[src/rtl/multi_mode_counter.sv]
// Bounded up/down counter with rotate modes, a step prescaler, load and pause.
// Counter value, wrap pulse and bound flags are all registered.
module multi_mode_counter #(
    parameter int WIDTH     = 5,
    parameter int MIN_VALUE = 0,
    parameter int MAX_VALUE = 16,
    parameter int DIV       = 1
) (
    input  logic             i_clk,
    input  logic             i_reset,
    input  logic             i_pause,
    input  logic             i_set,
    input  logic [WIDTH-1:0] i_load_data,
    input  logic [1:0]       i_mode,
    output logic [WIDTH-1:0] o_data,
    output logic             o_wrap,
    output logic             o_at_max,
    output logic             o_at_min
);

    typedef enum logic [1:0] {
        MODE_UP  = 2'b00,
        MODE_DN  = 2'b01,
        MODE_ROL = 2'b10,
        MODE_ROR = 2'b11
    } mode_e;

    localparam int               PW         = (DIV > 1) ? $clog2(DIV) : 1;
    localparam logic [WIDTH-1:0] MIN_W      = WIDTH'(MIN_VALUE);
    localparam logic [WIDTH-1:0] MAX_W      = WIDTH'(MAX_VALUE);
    localparam logic [PW-1:0]    PRESC_LAST = PW'(DIV - 1);

    logic [WIDTH-1:0] data_r;
    logic             wrap_r;
    logic             at_max_r;
    logic             at_min_r;
    logic [PW-1:0]    presc_r;

    logic [WIDTH-1:0] data_s;
    logic             wrap_s;
    logic [PW-1:0]    presc_s;
    logic             step_s;

    // Next-state selection: pause beats load, load beats a prescaled step.
    always_comb begin
        data_s  = data_r;
        wrap_s  = 1'b0;
        presc_s = presc_r;
        step_s  = 1'b0;
        if (i_pause) begin
            data_s  = data_r;
            presc_s = presc_r;
        end else if (i_set) begin
            data_s  = i_load_data;
            presc_s = {PW{1'b0}};
        end else begin
            if (presc_r == PRESC_LAST) begin
                step_s  = 1'b1;
                presc_s = {PW{1'b0}};
            end else begin
                step_s  = 1'b0;
                presc_s = presc_r + PW'(1);
            end
            // Out-of-range values fall into the wrap branch and land on a bound.
            if (step_s) begin
                case (mode_e'(i_mode))
                    MODE_UP: begin
                        if (data_r >= MAX_W) begin
                            data_s = MIN_W;
                            wrap_s = 1'b1;
                        end else begin
                            data_s = data_r + WIDTH'(1);
                        end
                    end
                    MODE_DN: begin
                        if (data_r <= MIN_W) begin
                            data_s = MAX_W;
                            wrap_s = 1'b1;
                        end else begin
                            data_s = data_r - WIDTH'(1);
                        end
                    end
                    MODE_ROL: data_s = {data_r[WIDTH-2:0], data_r[WIDTH-1]};
                    MODE_ROR: data_s = {data_r[0], data_r[WIDTH-1:1]};
                    default:  data_s = data_r;
                endcase
            end else begin
                data_s = data_r;
            end
        end
    end

    // State and output registers; bound flags are decoded from the next value
    // so they always line up with o_data.
    always_ff @(posedge i_clk or negedge i_reset) begin
        if (!i_reset) begin
            data_r   <= MIN_W;
            wrap_r   <= 1'b0;
            presc_r  <= {PW{1'b0}};
            at_max_r <= 1'b0;
            at_min_r <= 1'b1;
        end else begin
            data_r   <= data_s;
            wrap_r   <= wrap_s;
            presc_r  <= presc_s;
            at_max_r <= (data_s == MAX_W);
            at_min_r <= (data_s == MIN_W);
        end
    end

    assign o_data   = data_r;
    assign o_wrap   = wrap_r;
    assign o_at_max = at_max_r;
    assign o_at_min = at_min_r;

endmodule

[config.mk]
export PLATFORM = sky130hd
export DESIGN_NAME = multi_mode_counter
export DESIGN_NICKNAME = d
export VERILOG_FILES = /design/src/rtl/multi_mode_counter.sv
export SDC_FILE = /design/constraint.sdc
export NUM_CORES = 1
export LEC_CHECK = 0
export CORE_MARGIN = 5
export CORE_UTILIZATION = 49
export DETAILED_ROUTE_END_ITERATION = 6
export PLACE_DENSITY_LB_ADDON = 0.12
export REMOVE_ABC_BUFFERS = 1
export SETUP_SLACK_MARGIN = 0.3
export SLEW_MARGIN = 20
export SYNTH_ARGS = -nofsm -noshare
export SYNTH_HDL_FRONTEND = slang
export SYNTH_SLANG_ARGS = --single-unit
[constraint.sdc]
create_clock -name i_clk -period 3.5 [get_ports i_clk]
set_clock_uncertainty 0.1 [all_clocks]
set_input_delay 0.7 -clock i_clk [delete_from_list [all_inputs] [get_ports i_clk]]
set_output_delay 0.7 -clock i_clk [all_outputs]
set_load 0.01 [all_outputs]
==> flow_metrics.tcl <==
set metrics [dict create \
    outcome "complete, no violations" \
    gr-total-overflow 0 \
    fp.dieW_um 50.1 \
    stdcell_area_um2 956 \
    synth-compound-area-share_pct 21.6 \
    hold_viol_final 0 \
    io_buffers 18 \
    synth_edf_count 0 \
    synth-xor-area-share_pct 2.22 \
    place_area_um2 930 \
    vias 675 \
    cts_buffers 3 \
    final_cells 111 \
    worstSetupPathType "in2reg" \
    hpwl_um 1320 \
    syn_to_final_growth_pct 21.1 \
    synthMuxAreaShare_pct 9.19 \
    grt_max_degree 15 \
    synthCells 80 \
    gp_congestion 0.813 \
    ir_drop_v 0.000219 \
    clock_sinks 8 \
    netlist_area_um2 790 \
    synth.most_common_cell "dfrtp_1" \
    firstDrtPassIters 4 \
    p_switching_uw 126 \
    fill_cells 149 \
    num_antenna_cells 0 \
    clock_tree.root_cell "clkbuf_4" \
    synth_ff_type "dfrtp_1" \
    rows 14 \
    ys_seq_elements 8 \
    seq_power_share_pct 38.4 \
    post_cts_buffers 0 \
    path_clk_slew_ns 0.06 \
    cts_hold_buf 0 \
    ys_async_sr_fraction_pct 100 \
    power.density_mw_per_mm2 365 \
    ff2ff_path_depth 7 \
    yosysWarnings 0 \
    yosysSeqAreaShare_pct 25.5 \
    combPwrFrac_pct 39.2 \
    yosys.area_share.simple_pct 27.3 \
    pin_count 19 \
    endpoint_kind "register" \
    synth_area_leaders "dfrtp_1 22%, ha_1 4.8%, buf_6 4.3%" \
    routed_wl_um 1810 \
    hold_path_class "in2async" \
    syn_avg_cell_area_um2 9.87 \
    crit_arrival_ns 2.62 \
    die_h_um 50.1 \
    grt_usage_pct 15.6 \
    ant_nets 0 \
    cell_internal_pwr_uw 223 \
    yosysTopAreaCellShare_pct 22.2 \
    first_iter_violations 25 \
    dpl_worst_slack_ns 0.691 \
    fin_setup_tns_ns 0 \
    period_share_pct 72.8 \
    drc 0 \
    fin_crit_ns 2.55 \
    slew_headroom_pct 62.2 \
    worstPathRequired_ns 3.58 \
    maxCapViolCount 0 \
    yosys.area.top_type "dfrtp_1" \
    wl_per_cell_um 16.3 \
    utilization_pct 62.7 \
    synth_fa_ha_area_share_pct 4.75 \
    post_cts_resize_count 0 \
    vias_per_cell 6.08 \
    first_global_vias 659 \
    nets 110 \
    synth_commonest_cells "7 x dfrtp_1, 5 x nand2_1, 4 x inv_1, 4 x nor3_1" \
    dp_cells 107 \
    synth_top_family_by_area "simple AND/OR/NAND/NOR gates" \
    htree_levels 1 \
    r2r_slack_ns 1.26 \
    leakagePower_nw 0.368 \
    cts_tree "yes" \
    drive_gt1_share_pct 20.0 \
    worst_slack_ns 0.954 \
    core-area_mm2 0.00152 \
    setup_viol 0 \
    slew_violations 0 \
    max_freq_mhz 393 \
    antenna_found_initial 0 \
    synth_cell_types 42 \
    swShare_pct 36.1 \
    clkPwrFrac_pct 22.4 \
    grt_pass1_wl_um 3030 \
    clk_latency_ns 0.27 \
    worstMarginPinSlew_ns 0.565 \
    critPathLaunchType "input port" \
    clockBufferDepth 2 \
    dieArea_mm2 0.00251 \
    start_util_pct 51.8 \
    rsz0062_at_grt "no" \
    crit_path_max_fanout 12 \
]
==> metal layers <==
| metal | GRT usage, % | up-vias | part of all wire [%] |
|---|---|---|---|
| li1 | - | 327 | - |
| met1 | 18.8 | 326 | 44 |
| met2 | 24.5 | 17 | 48 |
| met3 | 6.21 | 5 | 6.7 |
| met4 | 6.55 | 0 | 1.0 |
| met5 | 0 | - | 0 |
==> logic make-up (layout without fill, tap and decap cells) <==
family / after synthesis / after routing
AOI/OAI and AO/OA: 19 / 19
and+or+nand+nor: 31 / 31
muxes: 6 / 6
buffers and inverters: 11 / 26
xor gates and xnor gates: 2 / 2
adders and majority gates: 3 / 3
DFF: 8 / 8
==> placed cells by master (no fill, tap or decap), types with 2 or more instances in the layout <==
cell type and count:
dfrtp_1 7, clkdlybuf4s50_1 18, o31ai_1 2, nor3b_1 2, mux2_2 2, nand2b_1 3
a21o_1 2, mux2i_1 2, xnor2_1 2, nand2_1 5, a211oi_1 2, or3_1 3
a21oi_1 3, nor3b_2 2, nor3_1 4, mux2_4 2, nor2_1 3, ha_1 3
inv_1 4, clkbuf_4 3
==> worst paths after layout <==
check                             to       from
max                         o_at_max  i_mode[0]
min                        o_data[1]    i_reset
max reg2reg                 o_at_max  o_data[0]
min reg2reg                o_data[0]  o_data[0]
max in group asynchronous   o_at_min    i_reset
min in group i_clk         o_data[0]  o_data[0]
==> area by class of cell <==
cell class                      count  area [um^2]  share of cell area, %
Timing Repair Buffer               18          180                   18.8
Sequential cell                     8          201                   21.1
Tap cell                           16         20.0                   2.09
Clock buffer                        4         26.3                   2.75
Multi-Input combinational cell     61          513                   53.7
Inverter                            4         15.0                   1.57
==> through the flow <==
stage                     hold slack [ns]  power (mW)
after floorplan                     0.304       0.210
after global placement              0.594       0.270
after detailed placement            0.614       0.272
after CTS                           0.625       0.351
after global routing                0.631       0.374
final                               0.614       0.349
==> state kept, by name (all words and copies together), names as in the netlist <==
name and flops:
o_at_min 1, o_wrap 1, o_data 5, o_at_max 1
==> power groups by stage <==
stage / Clock, mW / Combinational, mW / Sequential, mW
after detailed placement: 0 / 0.136 / 0.135
after CTS: 0.0808 / 0.137 / 0.133
after global routing: 0.0893 / 0.148 / 0.137
final: 0.0782 / 0.137 / 0.134
after floorplan: 0 / 0.0784 / 0.132
after global placement: 0 / 0.135 / 0.135
==> worst max-delay path, cell delays in order <==
cell and delay [ns]:
clkdlybuf4s50_1 0.74, mux2_2 0.39, a21o_1 0.17, nor3_1 0.33
o31ai_4 0.11, nor3b_2 0.19
Note: power is estimated with default switching activity, not from simulation.
